`src/rtl/pma_check_pipe.sv`:
```
// Core-configuration package and a two-stage pipelined PMA lookup.
// Each request address is matched against the non-idempotent, execute and
// cacheable region tables. The response returns the attribute bits and a
// fetch-execute fault flag.

package config_pkg;

   localparam int unsigned NrMaxRules = 16;

   // Region tables. Only the first Nr*Rules entries of each table are live.
   typedef struct packed {
      int unsigned                 NrNonIdempotentRules;
      logic [NrMaxRules-1:0][63:0] NonIdempotentAddrBase;
      logic [NrMaxRules-1:0][63:0] NonIdempotentLength;
      int unsigned                 NrExecuteRegionRules;
      logic [NrMaxRules-1:0][63:0] ExecuteRegionAddrBase;
      logic [NrMaxRules-1:0][63:0] ExecuteRegionLength;
      int unsigned                 NrCachedRegionRules;
      logic [NrMaxRules-1:0][63:0] CachedRegionAddrBase;
      logic [NrMaxRules-1:0][63:0] CachedRegionLength;
   } cva6_cfg_t;

   localparam cva6_cfg_t cva6_cfg_empty = '0;

   // A configuration is usable when no table claims more rules than exist.
   function automatic bit check_cfg(input cva6_cfg_t cfg);
      return (cfg.NrNonIdempotentRules <= NrMaxRules) &&
             (cfg.NrExecuteRegionRules <= NrMaxRules) &&
             (cfg.NrCachedRegionRules  <= NrMaxRules);
   endfunction

endpackage

module pma_check_pipe
   import config_pkg::*;
#(
   parameter cva6_cfg_t   CVA6Cfg  = cva6_cfg_empty,
   parameter int unsigned TagWidth = 4
) (
   input  logic                clk_i,
   input  logic                rst_ni,
   input  logic                flush_i,
   input  logic                req_valid_i,
   output logic                req_ready_o,
   input  logic [63:0]         req_addr_i,
   input  logic [TagWidth-1:0] req_tag_i,
   input  logic                req_fetch_i,
   output logic                rsp_valid_o,
   input  logic                rsp_ready_i,
   output logic [63:0]         rsp_addr_o,
   output logic [TagWidth-1:0] rsp_tag_o,
   output logic                rsp_cacheable_o,
   output logic                rsp_nonidem_o,
   output logic                rsp_exec_o,
   output logic                rsp_fault_o
);

   // With no execute rules configured, every address is executable.
   localparam bit ExecAll = (CVA6Cfg.NrExecuteRegionRules == 0);

`ifndef SYNTHESIS
   initial begin : p_cfg_check
      assert (check_cfg(CVA6Cfg))
         else $fatal(1, "pma_check_pipe: a rule count exceeds the table size");
   end
`endif

   // The region end is formed in 65 bits, so a region that ends exactly
   // at 2^64 does not wrap to zero.
   function automatic logic range_hit(input logic [63:0] addr,
                                      input logic [63:0] base,
                                      input logic [63:0] len);
      logic [64:0] region_end;
      region_end = {1'b0, base} + {1'b0, len};
      return (addr >= base) && ({1'b0, addr} < region_end);
   endfunction

   logic [NrMaxRules-1:0] w_nonidem_hits;
   logic [NrMaxRules-1:0] w_exec_hits;
   logic [NrMaxRules-1:0] w_cached_hits;

   // Rule slots at or above the configured count are tied to 0, so stale
   // table contents can never match.
   for (genvar k = 0; k < NrMaxRules; k++) begin : g_rule
      if (k < int'(CVA6Cfg.NrNonIdempotentRules)) begin : g_nonidem
         assign w_nonidem_hits[k] = range_hit(req_addr_i,
            CVA6Cfg.NonIdempotentAddrBase[k], CVA6Cfg.NonIdempotentLength[k]);
      end else begin : g_nonidem_off
         assign w_nonidem_hits[k] = 1'b0;
      end
      if (k < int'(CVA6Cfg.NrExecuteRegionRules)) begin : g_exec
         assign w_exec_hits[k] = range_hit(req_addr_i,
            CVA6Cfg.ExecuteRegionAddrBase[k], CVA6Cfg.ExecuteRegionLength[k]);
      end else begin : g_exec_off
         assign w_exec_hits[k] = 1'b0;
      end
      if (k < int'(CVA6Cfg.NrCachedRegionRules)) begin : g_cached
         assign w_cached_hits[k] = range_hit(req_addr_i,
            CVA6Cfg.CachedRegionAddrBase[k], CVA6Cfg.CachedRegionLength[k]);
      end else begin : g_cached_off
         assign w_cached_hits[k] = 1'b0;
      end
   end

   // Stage 1 holds the request and the raw per-rule hit vectors.
   logic                  r_s1_valid;
   logic [63:0]           r_s1_addr;
   logic [TagWidth-1:0]   r_s1_tag;
   logic                  r_s1_fetch;
   logic [NrMaxRules-1:0] r_s1_nonidem_hits;
   logic [NrMaxRules-1:0] r_s1_exec_hits;
   logic [NrMaxRules-1:0] r_s1_cached_hits;

   // Stage 2 holds the reduced attributes and drives the response port.
   logic                  r_s2_valid;
   logic [63:0]           r_s2_addr;
   logic [TagWidth-1:0]   r_s2_tag;
   logic                  r_s2_cacheable;
   logic                  r_s2_nonidem;
   logic                  r_s2_exec;
   logic                  r_s2_fault;

   logic w_s2_ready;
   logic w_s1_ready;
   logic w_accept;
   logic w_advance;
   logic w_release;
   logic w_s1_exec;
   logic w_s1_valid_nxt;
   logic w_s2_valid_nxt;

   // Elastic handshake: a stage can take new data when it is empty or when
   // it is being drained in the same cycle. Flush blocks accept and advance.
   assign w_s2_ready  = ~r_s2_valid | rsp_ready_i;
   assign w_s1_ready  = ~r_s1_valid | w_s2_ready;
   assign req_ready_o = w_s1_ready & ~flush_i;
   assign w_accept    = req_valid_i & req_ready_o;
   assign w_advance   = r_s1_valid & w_s2_ready & ~flush_i;
   assign w_release   = r_s2_valid & rsp_ready_i;
   assign w_s1_exec   = ExecAll ? 1'b1 : |r_s1_exec_hits;

   // Next-state of the two valid bits. Flush wins over everything.
   always_comb begin
      // NOTE: every signal gets a default first, so no path through the
      // block leaves it unassigned and no latch is inferred.
      w_s1_valid_nxt = r_s1_valid;
      w_s2_valid_nxt = r_s2_valid;
      if (flush_i) begin
         w_s1_valid_nxt = 1'b0;
         w_s2_valid_nxt = 1'b0;
      end else begin
         if (w_accept) begin
            w_s1_valid_nxt = 1'b1;
         end else if (w_advance) begin
            w_s1_valid_nxt = 1'b0;
         end
         if (w_advance) begin
            w_s2_valid_nxt = 1'b1;
         end else if (w_release) begin
            w_s2_valid_nxt = 1'b0;
         end
      end
   end

   // Valid bits of both stages.
   always_ff @(posedge clk_i or negedge rst_ni) begin
      // NOTE: state uses non-blocking assignments, so every flop samples
      // pre-edge values regardless of the order in which blocks evaluate.
      if (!rst_ni) begin
         r_s1_valid <= 1'b0;
         r_s2_valid <= 1'b0;
      end else begin
         r_s1_valid <= w_s1_valid_nxt;
         r_s2_valid <= w_s2_valid_nxt;
      end
   end

   // Stage 1 payload captures on accept.
   always_ff @(posedge clk_i or negedge rst_ni) begin
      // NOTE: payload registers are reset as well, not only the valid bits,
      // so the response data port reads all-zero straight out of reset.
      if (!rst_ni) begin
         r_s1_addr         <= '0;
         r_s1_tag          <= '0;
         r_s1_fetch        <= 1'b0;
         r_s1_nonidem_hits <= '0;
         r_s1_exec_hits    <= '0;
         r_s1_cached_hits  <= '0;
      end else if (w_accept) begin
         r_s1_addr         <= req_addr_i;
         r_s1_tag          <= req_tag_i;
         r_s1_fetch        <= req_fetch_i;
         r_s1_nonidem_hits <= w_nonidem_hits;
         r_s1_exec_hits    <= w_exec_hits;
         r_s1_cached_hits  <= w_cached_hits;
      end
   end

   // Stage 2 payload: reduces the hit vectors and captures on advance.
   always_ff @(posedge clk_i or negedge rst_ni) begin
      if (!rst_ni) begin
         r_s2_addr      <= '0;
         r_s2_tag       <= '0;
         r_s2_cacheable <= 1'b0;
         r_s2_nonidem   <= 1'b0;
         r_s2_exec      <= 1'b0;
         r_s2_fault     <= 1'b0;
      end else if (w_advance) begin
         r_s2_addr      <= r_s1_addr;
         r_s2_tag       <= r_s1_tag;
         r_s2_cacheable <= |r_s1_cached_hits;
         r_s2_nonidem   <= |r_s1_nonidem_hits;
         r_s2_exec      <= w_s1_exec;
         r_s2_fault     <= r_s1_fetch & ~w_s1_exec;
      end
   end

   assign rsp_valid_o     = r_s2_valid;
   assign rsp_addr_o      = r_s2_addr;
   assign rsp_tag_o       = r_s2_tag;
   assign rsp_cacheable_o = r_s2_cacheable;
   assign rsp_nonidem_o   = r_s2_nonidem;
   assign rsp_exec_o      = r_s2_exec;
   assign rsp_fault_o     = r_s2_fault;

endmodule

```
`config.mk`:
```
export PLATFORM = sky130hd
export DESIGN_NAME = pma_check_pipe
export DESIGN_NICKNAME = d
export VERILOG_FILES = /design/src/rtl/pma_check_pipe.sv
export SDC_FILE = /design/constraint.sdc
export NUM_CORES = 1
export LEC_CHECK = 0
export BUFFER_PORTS_ARGS = -buffer_cell sky130_fd_sc_hd__buf_4
export CORE_UTILIZATION = 42
export DETAILED_ROUTE_END_ITERATION = 6
export GPL_ROUTABILITY_DRIVEN = 0
export PLACE_DENSITY = 0.67
export SETUP_SLACK_MARGIN = 0.15
export SLEW_MARGIN = 20
export SYNTH_ARGS = -nofsm -noshare
export SYNTH_HDL_FRONTEND = slang
export SYNTH_SLANG_ARGS = --single-unit
```
`constraint.sdc`:
```
create_clock -name clk_i -period 1.6 [get_ports clk_i]
set_clock_uncertainty 0.05 [all_clocks]
set_input_delay 0.16 -clock clk_i [delete_from_list [all_inputs] [get_ports clk_i]]
set_output_delay 0.16 -clock clk_i [all_outputs]
set_load 0.05 [all_outputs]
```
; Word-level counts from Yosys, hierarchy flattened
; Index checks and enable logic that the tools add are counted.
[totals]
register_bits = 139
in_bits = 74
[op_classes]
n_mux = 6
bitwise = 10
reduce_logical = 2
[op_table]
columns = op, n
row1 = 1-bit 2-to-1 mux, 6
row2 = 3-bit nonzero test, 2
row3 = 1-bit AND, 5
row4 = 1-bit NOT, 3
row5 = 1-bit bitwise OR, 2

; Depth between registers and ports, before layout
; Gate-level depths: netlist (run 1).
[logic_depth]
depth_word = 7
mapped_depth = 5

; Worst setup path after synthesis (run 1)
; No wires, ideal clock.
[synth_timing]
kind = reg2reg
from = register r_s2_valid (netlist: rsp_valid_o)
to = register r_s1_addr[29]
setup_ps = 127
arrival_time_ps = 1726
t_required_ps = 1423
path_slack_ps = -303
path_stages_with_launch = 6
n_path_buf = 2
synth_period_minus_slack_ps = 1903
cell_sequence = dfrtp_1 > and3b_1 > nor3b_2 > buf_4 > buf_6 > mux2_1
[synth_via]
elab_chain_len = 5
[synth_rtl]
columns = item, line
row1 = "start, declared", 115  ; logic r_s2_valid;
row2 = "start signal, assigned", 174  ; r_s2_valid <= w_s2_valid_nxt;
row3 = 1-bit NOT, 134  ; assign w_s2_ready = ~r_s2_valid | rsp_ready_i;
row4 = 1-bit bitwise OR, 134
row5 = 1-bit bitwise OR, 135  ; assign w_s1_ready = ~r_s1_valid | w_s2_ready;
row6 = 1-bit AND, 136  ; assign req_ready_o = w_s1_ready & ~flush_i;
row7 = 1-bit AND, 137  ; assign w_accept = req_valid_i & req_ready_o;
row8 = "end signal, assigned", 190  ; r_s1_addr <= req_addr_i;
row9 = "end, declared", 107  ; logic [63:0] r_s1_addr;
; Every way passes these cells.
; A chain may end at the register's enable or synchronous reset.

; Worst setup path in the final report (run 1)
[layout_timing]
from = register r_s1_valid
to = register r_s1_addr[53]
[layout_via]
elab_chain_len = 4
[layout_rtl]
columns = item, line
row1 = "start, declared", 106  ; logic r_s1_valid;
row2 = "start signal, assigned", 173  ; r_s1_valid <= w_s1_valid_nxt;
row3 = 1-bit NOT, 135
row4 = 1-bit bitwise OR, 135
row5 = 1-bit AND, 136
row6 = 1-bit AND, 137
; Every way passes these cells.

==> out/results.txt, run 1 <==
CP max-delay cell: dfrtp_1
Port bufs: 143
Largest stage delay on the critical path: 0.40 ns
Final setup margin: -0.1074 ns
Core area: 12010 sq um
Most frequent cells in the layout: buf_4, dfrtp_1, dlygate4sd3_1
Status: finished with violations
Net Sw Frac: 0.3398
Combinational group share of total power: 0.346
Number of filler cells placed in the layout: 778
Worst-Skew Late Latency: 0.41 ns
Peak supply drop: 1.031 mV
Post-DRT Antenna Nets: 0
Vias/cell: 4.764
Clock root buffer: clkbuf_16
Post-Syn Area: 5185 sq um
Reg2Reg Setup Slack: -0.11 ns
Mapped Cells: 303
Seq. cell area: 3480 sq um
Final Cycle Share: 1.067
Die Ht: 113.1 um
Critical Path AT: 1.95 ns
Final setup fails: 79
Fin. Hold Viols: 0
DR vias: 3406
Int Pwr: 0.008683 W
DR DRC count: 0
DR pass1 iterations: 4
Number of max-cap violations: 0
# rows: 40
Sequential cell area fraction in the yosys report: 0.6708
1st-iter DRT viols: 148
Global-route wire length before repair: 18.78 mm
CP Capture Type: register
Initial antenna violation count: 0
Area of the multi-input gates: 1869 sq um
HPWL after DPL: 7.041 mm
GRT Overall Usage: 0.1940
Num CTS Buffers: 17
Worst setup SP type: register
Avg Cell Area, Syn: 17.11 sq um
Power per cell area: 1560 nW/um^2
CP delay by family, top: simple AND/OR/NAND/NOR gates
I/O pin total: 148
WP buf/inv: 2
Setup_tns: -5.748 ns
Clk sinks: 139
Crit path kind: reg -> reg
Initial Utilization: 0.4317
Minimum clock period: 1.707 ns
Psw: 0.004469 W
Design Area, Final: 8428 sq um
GRT Residual Overflow: 0
Post-place setup slack: -0.07769 ns
H-tree levels: 4
Die width: 113.1 um
WL final: 11.67 mm
Nets: 629
Leak: 4.137 nW
Crit Path Max Fanout: 13
Ant diodes: 0
Yosys warnings: 0
Area Growth Syn to Fin: 62.55%
DP Area: 6907 sq um
Failing checks: negative setup slack
Routed WL per cell: 16.32 um
Clk pwr share: 0.290
Largest net degree at the start of global routing: 46
Peak Freq: 585.7 MHz
RSZ-0062 raised after global routing: true
CTS Buffer Depth: 2
Crit path cell chain: and3b_1 -> nor3b_4 -> buf_6 -> buf_12 -> mux2_2
Fraction of layout cells with a size suffix above 1: 0.5704
Most common library cell in the layout ignoring fill and taps: buf_4
Worst-path clk slew: 0.05 ns
Yosys cell types: 14
Vias in the first global route: 3716
Req. time, crit path: 1.84 ns
Register bit count reported by yosys: 139
Worst Hold Class: in -> async
CTS tree: yes
Register share of total power: 0.364
Die ar.: 12790 sq um
Slew Limit Fails: 0
power groups by stage:
stage | clock network, W | logic, W | registers (W)
finish | 0.00381 | 0.00455 | 0.00479
detailed placement | 0 | 0.00436 | 0.00482
global placement | 0 | 0.00431 | 0.00480
floorplan | 0 | 0.00115 | 0.00663
CTS | 0.00391 | 0.00453 | 0.00479
global route | 0.00407 | 0.00474 | 0.00490
cells in the mapped netlist:
master      n  share of area
mux2_1     20          0.043
mux2_2    116           0.25
buf_2      10         0.0097
inv_1       1        0.00072
nand2b_1    2         0.0024
a21oi_1     1        0.00096
dfrtp_1   139           0.67
nand3b_1    1         0.0014
and3b_1     1         0.0017
nor2_1      3         0.0022
nor3b_2     1         0.0024
conb_1      1        0.00072
buf_6       2         0.0043
buf_4       5         0.0072
flip-flops by register name (all words and copies together), names as in the netlist:
register     cells
r_s1_addr       64
rsp_addr_o      64
r_s1_tag         4
rsp_tag_o        4
r_s1_valid       1
rsp_exec_o       1
rsp_valid_o      1
cells by family after synthesis:
| family | Yosys count | share of synthesized area |
|---|---|---|
| buffers and inverters | 18 | 0.02196 |
| other | 1 | 0.0007232 |
| multiplexers | 136 | 0.2954 |
| AND/OR/NAND/NOR | 8 | 0.01014 |
| AO/OA/AOI/OAI | 1 | 0.0009643 |
| flip-flops | 139 | 0.6709 |
final cells by class:
type	instances	area share
clock buffers	24	0.05834
multi-input cells	148	0.2218
inverters	1	0.0004454
clock inverters	8	0.01069
repair buffers	248	0.2741
well taps	147	0.02182
flip-flops and latches	139	0.4129
worst paths after layout:
| check | from | cells after the start | to |
|---|---|---|---|
| min in group clk_i | rsp_ready_i | 5 | r_s1_valid |
| worst max-delay path | r_s1_valid | 5 | r_s1_addr[53] |
| worst min register to register | rsp_exec_o | 1 | rsp_exec_o |
| worst min-delay path | rst_ni | 2 | r_s1_addr[57] |
| max in group asynchronous | rst_ni | 3 | rsp_addr_o[56] |
| worst max register to register | r_s1_valid | 5 | r_s1_addr[53] |
through the flow:
stage	hold slack (ns)	total power (W)	cells	util
floorplan	-0.1856	0.007780	305	-
global placement	0.06289	0.009105	603	0.5750
detailed placement	0.06364	0.009183	603	0.5750
CTS	-0.1099	0.01323	707	0.6893
global route	0.2197	0.01371	715	0.7017
finish	0.1836	0.01315	715	0.7017
layer usage:
metal | up-vias | global-route usage | wire length, um
met5 | - | 0 | 0
met4 | 0 | 0.08596 | 222
met3 | 20 | 0.07445 | 763
met2 | 104 | 0.3006 | 5590
met1 | 1728 | 0.2424 | 5095
li1 | 1554 | - | -
repair_timing:
action	in CTS	in global routing
hold endpoints to repair	114	1
pin swaps	1	1
gates cloned	1	3
setup endpoints to repair	134	137
hold buffers	70	2
resized for setup	11	7
setup buffers	1	3
Power figures use the tool's default switching activity.
==> run 2: changes to the inputs <==
--- a/config.mk
+++ b/config.mk
@@ -5,6 +5,7 @@
 export SDC_FILE = /design/constraint.sdc
 export NUM_CORES = 1
 export LEC_CHECK = 0
+export ABC_AREA = 1
 export BUFFER_PORTS_ARGS = -buffer_cell sky130_fd_sc_hd__buf_4
 export CORE_UTILIZATION = 42
 export DETAILED_ROUTE_END_ITERATION = 6
==> run 2 against run 1 <==
First-iteration DRC count up 36%. Largest power group unchanged. The run now ends clean. Synthesized area rose by 7.8%. Critical endpoint is now req_ready_o. Register-to-register slack gained 0.35 ns. Wire length grew 18%.
==> out/results.txt, run 2 <==
Status: finished, final reports clean
Area Growth Syn to Fin: 44.49%
CP max-delay cell: dfrtp_2
WL final: 13.76 mm
DR pass1 iterations: 4
CTS Buffer Depth: 2
Nets: 885
Global-route wire length before repair: 23.03 mm
HPWL after DPL: 8.550 mm
Crit path cell chain: nand3_4 -> nand2_4 -> clkinvlp_4 -> buf_8
Most common library cell in the layout ignoring fill and taps: nand2_1
Origin of the worst setup path: rsp_valid_o
Minimum clock period: 1.408 ns
Worst setup path end: req_ready_o
GRT Residual Overflow: 0
Worst-Skew Late Latency: 0.41 ns
# rows: 41
Setup_tns: 0 ns
EDFF count, synth: 0
Synth top area share: 0.6225
Port bufs: 143
Initial antenna violation count: 0
Fraction of layout cells with a size suffix above 1: 0.2341
Yosys warnings: 0
Power per cell area: 1355 nW/um^2
Clk sinks: 139
Peak supply drop: 0.9323 mV
Die Ht: 117.3 um
Initial Utilization: 0.4375
Yosys cell types: 15
Crit Path Max Fanout: 3
Worst setup SP type: register
Mapped Cells: 608
WP buf/inv: 2
Most frequent cells in the layout: nand2_1, buf_4, dfrtp_1
Worst Hold Class: in -> reg
Die width: 117.3 um
DR DRC count: 0
Post-Syn Area: 5588 sq um
Vias in the first global route: 4763
H-tree levels: 4
CP delay by family, top: flip-flops
Ant diodes: 0
Number of filler cells placed in the layout: 1056
Most frequent cell after synthesis: nand2_1
Post-synth ARST share: 1.000
R2r startpoint: rsp_valid_o
Leak: 4.231 nW
Num CTS Buffers: 17
CTS tree: yes
I/O pin total: 148
Register bit count reported by yosys: 139
Largest net degree at the start of global routing: 55
Final setup fails: 0
CP Capture Type: output port
GRT Overall Usage: 0.2131
Avg Cell Area, Syn: 9.191 sq um
Largest stage delay on the critical path: 0.43 ns
Clock root buffer: clkbuf_16
Req. time, crit path: 1.39 ns
Fin. Hold Viols: 0
WP depth: 4
Synth area leaders: dfrtp_1, nand2_1, nand4_1
DR vias: 4769
RR Endpoint: r_s1_addr[38]
Post-synth top cells: nand2_1, dfrtp_1, inv_1
Routed WL per cell: 13.87 um
Hold path depth: 3
Dominant cell type by area after synthesis: dfrtp_1
Crit path kind: reg -> out
Core area: 12770 sq um
RSZ-0062 raised after global routing: true
Number of max-cap violations: 0
Critical Path AT: 1.20 ns
Vias/cell: 4.807
Reg2Reg Setup Slack: 0.24 ns
Die ar.: 13770 sq um
Sequential cell area fraction in the yosys report: 0.6225
Post-place setup slack: 0.2303 ns
Post-DRT Antenna Nets: 0
Peak Freq: 710.3 MHz
Final setup margin: 0.1922 ns
Worst-path clk slew: 0.05 ns
1st-iter DRT viols: 202
Ys flop type: dfrtp_1
Slew Limit Fails: 0
Worst reg2reg path depth: 6
Final Cycle Share: 0.8799
==> run 2: cell types whose count changed after synthesis, moves of 6 or more <==
cell,delta
clkbuf_1,+12
o21ai_0,+9
inv_1,+71
buf_1,+6
nand2_1,+207
mux2_2,-116
o21ai_1,+60
nand4_1,+68
mux2_1,-20
buf_2,+9
==> run 2: worst min-delay path by stage <==
stage,startpoint,endpoint,slack (ns)
after global routing,req_addr_i[11],r_s1_addr[11],0.01
after global placement,rst_ni,rsp_exec_o,0.02
after CTS,req_addr_i[11],r_s1_addr[11],0.003
final,req_addr_i[38],r_s1_addr[38],0.01
after detailed placement,rst_ni,rsp_addr_o[54],0.03
after floorplan,rst_ni,r_s1_addr[0],-0.19
==> run 2: power breakdown <==
| part | total, W | leakage [nW] | internal (W) | switching (W) |
|---|---|---|---|---|
| clock network | 0.00343 | 0.255 | 0.00210 | 0.00133 |
| logic | 0.00308 | 2.23 | 0.00101 | 0.00207 |
| registers | 0.00443 | 1.75 | 0.00410 | 0.000332 |
==> run 2: kinds of logic after synthesis <==
family                 after synthesis  synth area share
AOI/OAI and AO/OA                   70           0.06269
and+or+nand+nor                    278            0.2206
other                                1         0.0006711
buffers and inverters              120           0.09359
DFF                                139            0.6225
==> run 2: worst min-delay path, stage by stage <==
cell,delay (ns)
buf_4,0.11
nand4_1,0.09
nand2_1,0.06
==> run 2: metal layers <==
layer  wire, um  part of all wire  vias to the layer above  global-route usage
met5          0                 0                        -                   0
met4        507             0.037                        0              0.1201
met3        671             0.049                       34             0.05010
met2       6758              0.49                      145              0.3450
met1       5820              0.42                     2244              0.2620
li1           -                 -                     2346                   -
==> run 2: metrics by stage <==
step	hold WS, ns	util	cell area, sq um	power, W	std cells
finish	0.01076	0.6321	8074	0.01094	992
global route	0.01424	0.6321	8074	0.01145	992
CTS	0.002721	0.6308	8058	0.01103	992
detailed placement	0.02761	0.5356	6842	0.007434	894
global placement	0.02335	0.5356	6842	0.007366	894
floorplan	-0.1856	-	5609	0.006381	610
==> run 2: what timing repair did <==
item,4_1_cts,5_1_grt
resized for setup,3,4
pin swaps,1,0
endpoints found under the hold margin,207,0
setup endpoints to repair,1,35
setup buffers,2,0
hold buffers,68,0
==> run 2: final cells by class <==
cell class | count | area (sq um) | share of cell area
tap | 172 | 215.2 | 0.02665
clock buffer | 25 | 495.5 | 0.06137
clock inverter | 3 | 15.01 | 0.001860
inverter | 73 | 277.8 | 0.03440
timing repair buffer | 229 | 1974 | 0.2445
multi-input combinational | 351 | 1617 | 0.2002
sequential | 139 | 3480 | 0.4310
==> run 3: changes to the inputs <==
==> constraint.sdc (replaced) <==
create_clock -name clk_i -period 1.6 [get_ports clk_i]
set_clock_uncertainty 0.05 [all_clocks]
set_input_delay 0.24 -clock clk_i [delete_from_list [all_inputs] [get_ports clk_i]]
set_output_delay 0.24 -clock clk_i [all_outputs]
set_load 0.05 [all_outputs]
==> run 3 against run 2 <==
Wire length shrank 5.6%. Critical path depth did not move. Sequential cell count did not move. Fmax decreased by 6.9%. Worst setup slack got worse by 0.10 ns. Sequential power about the same. Global-route usage fell by 0.98 points. Die area unchanged. Power increased by 4.7%. Critical path type unchanged. Largest cell class unchanged.
==> out/results.txt, run 3 (synthesized netlist as in run 2, its figures left out) <==
GRT Residual Overflow: 0
Initial antenna violation count: 0
Fin. Hold Viols: 0
Num CTS Buffers: 17
H-tree levels: 4
Peak Freq: 661.1 MHz
Critical Path AT: 1.22 ns
Worst-Skew Late Latency: 0.41 ns
Port bufs: 143
Post-DRT Antenna Nets: 0
Nets: 817
Clock root buffer: clkbuf_16
Leak: 4.018 nW
Worst-path clk slew: 0.06 ns
Core area: 12770 sq um
1st-iter DRT viols: 251
Power per cell area: 1519 nW/um^2
Slew margin rel.: 0.6640
WP buf/inv: 2
DR pass1 iterations: 5
CP max-delay cell: dfrtp_1
Psw: 0.003757 W
Int Pwr: 0.007701 W
Vias/cell: 4.851
CTS Buffer Depth: 2
Die Ht: 117.3 um
Die width: 117.3 um
Most frequent cells in the layout: nand2_1, buf_4, dfrtp_1
I/O pin total: 148
Status: finished, final reports clean
Peak supply drop: 0.7550 mV
Crit Path Max Fanout: 4
Net Sw Frac: 0.3279
Final Cycle Share: 0.9454
Final Util: 0.5907
Crit path cell chain: nand3_4 -> nand2_4 -> clkinvlp_4 -> buf_6
Area Growth Syn to Fin: 35.02%
Req. time, crit path: 1.31 ns
GRT Overall Usage: 0.2033
Least-Margin Pin Slew: 0.5040 ns
Most common library cell in the layout ignoring fill and taps: nand2_1
HPWL after DPL: 8.271 mm
Die ar.: 13770 sq um
Ant diodes: 0
CTS tree: yes
DR DRC count: 0
Worst Hold Class: in -> reg
Initial Utilization: 0.4375
Fraction of layout cells with a size suffix above 1: 0.2596
Setup_tns: 0 ns
Minimum clock period: 1.513 ns
Number of max-cap violations: 0
CP Capture Type: output port
Reg2Reg Setup Slack: 0.15 ns
CP delay by family, top: flip-flops
Clk pwr share: 0.356
Crit path kind: reg -> out
Largest net degree at the start of global routing: 70
RSZ-0062 raised after global routing: true
Vias in the first global route: 4335
WL final: 12.99 mm
# rows: 41
Slew Limit Fails: 0
Total power draw: 0.01146 W
Routed WL per cell: 14.01 um
Register share of total power: 0.386
DR vias: 4497
Clk sinks: 139
Combinational group share of total power: 0.258
Worst setup SP type: register
Global-route wire length before repair: 21.89 mm
Largest stage delay on the critical path: 0.39 ns
Final setup fails: 0
==> run 3: changes by cell type in the layout (fill, tap and decap cells not counted), sizes merged <==
cell / previous run / this run
clkinv: 3 / 4
clkbuf: 25 / 24
bufinv: 0 / 3
dlygate4sd3: 68 / 2
buf: 161 / 159
==> run 3: repair_timing <==
item	in CTS	in global routing
endpoints found under the setup margin	10	66
pin swaps	1	0
hold buffers	2	0
hold endpoints to repair	86	0
gates resized for setup	1	0
buffers inserted	1	0
==> run 3: through the flow <==
stage | area, sq um | instances | hold WS [ns] | setup WS [ns]
after floorplan | 5625 | 610 | -0.1056 | 0.1624
after global placement | 6892 | 893 | 0.08307 | 0.1977
after detailed placement | 6892 | 893 | 0.08803 | 0.1525
after CTS | 7545 | 927 | 0.01326 | 0.06328
after global routing | 7545 | 927 | 0.01859 | 0.02615
final | 7545 | 927 | 0.02755 | 0.08733
==> run 3: path summary, 6_finish.rpt <==
| check | from | end | cells after the start |
|---|---|---|---|
| max in group asynchronous | rst_ni | rsp_addr_o[25] | 3 |
| worst min-delay path | req_tag_i[0] | r_s1_tag[0] | 3 |
| worst max register to register | rsp_valid_o | r_s1_addr[59] | 5 |
| worst max-delay path | r_s1_valid | req_ready_o | 4 |
| min in group asynchronous | rst_ni | r_s1_addr[56] | 2 |
| worst min register to register | rsp_exec_o | rsp_exec_o | 2 |
==> run 3: area by class of cell <==
type                    instances  area (sq um)
fillers                      1157          5229
flip-flops and latches        139          3480
multi-input cells             351          1617
repair buffers                161          1334
clock buffers                  24         511.7
inverters                      73         277.8
well taps                     172         215.2
clock inverters                 7         110.1
==> run 3: power groups by stage <==
stage                     Clock, W  Sequential, W  Combinational, W
after floorplan                  0        0.00569          0.000690
after CTS                  0.00414        0.00443           0.00299
after global placement           0        0.00445           0.00293
final                      0.00407        0.00442           0.00296
after detailed placement         0        0.00448           0.00297
after global routing       0.00430        0.00450           0.00316
==> run 3: layer usage <==
layer / GRT usage / wire, um / share of wire / vias to the layer above
li1: - / - / - / 2224
met1: 0.2568 / 5726 / 0.44 / 2129
met2: 0.3354 / 6445 / 0.50 / 131
met3: 0.04621 / 649 / 0.050 / 13
met4: 0.08604 / 169 / 0.013 / 0
met5: 0 / 0 / 0 / -
==> run 3: worst min-delay path: cells and delay by family <==
family	cells	cell delay, ns
and+or+nand+nor	2	0.15
buffers and inverters	1	0.07
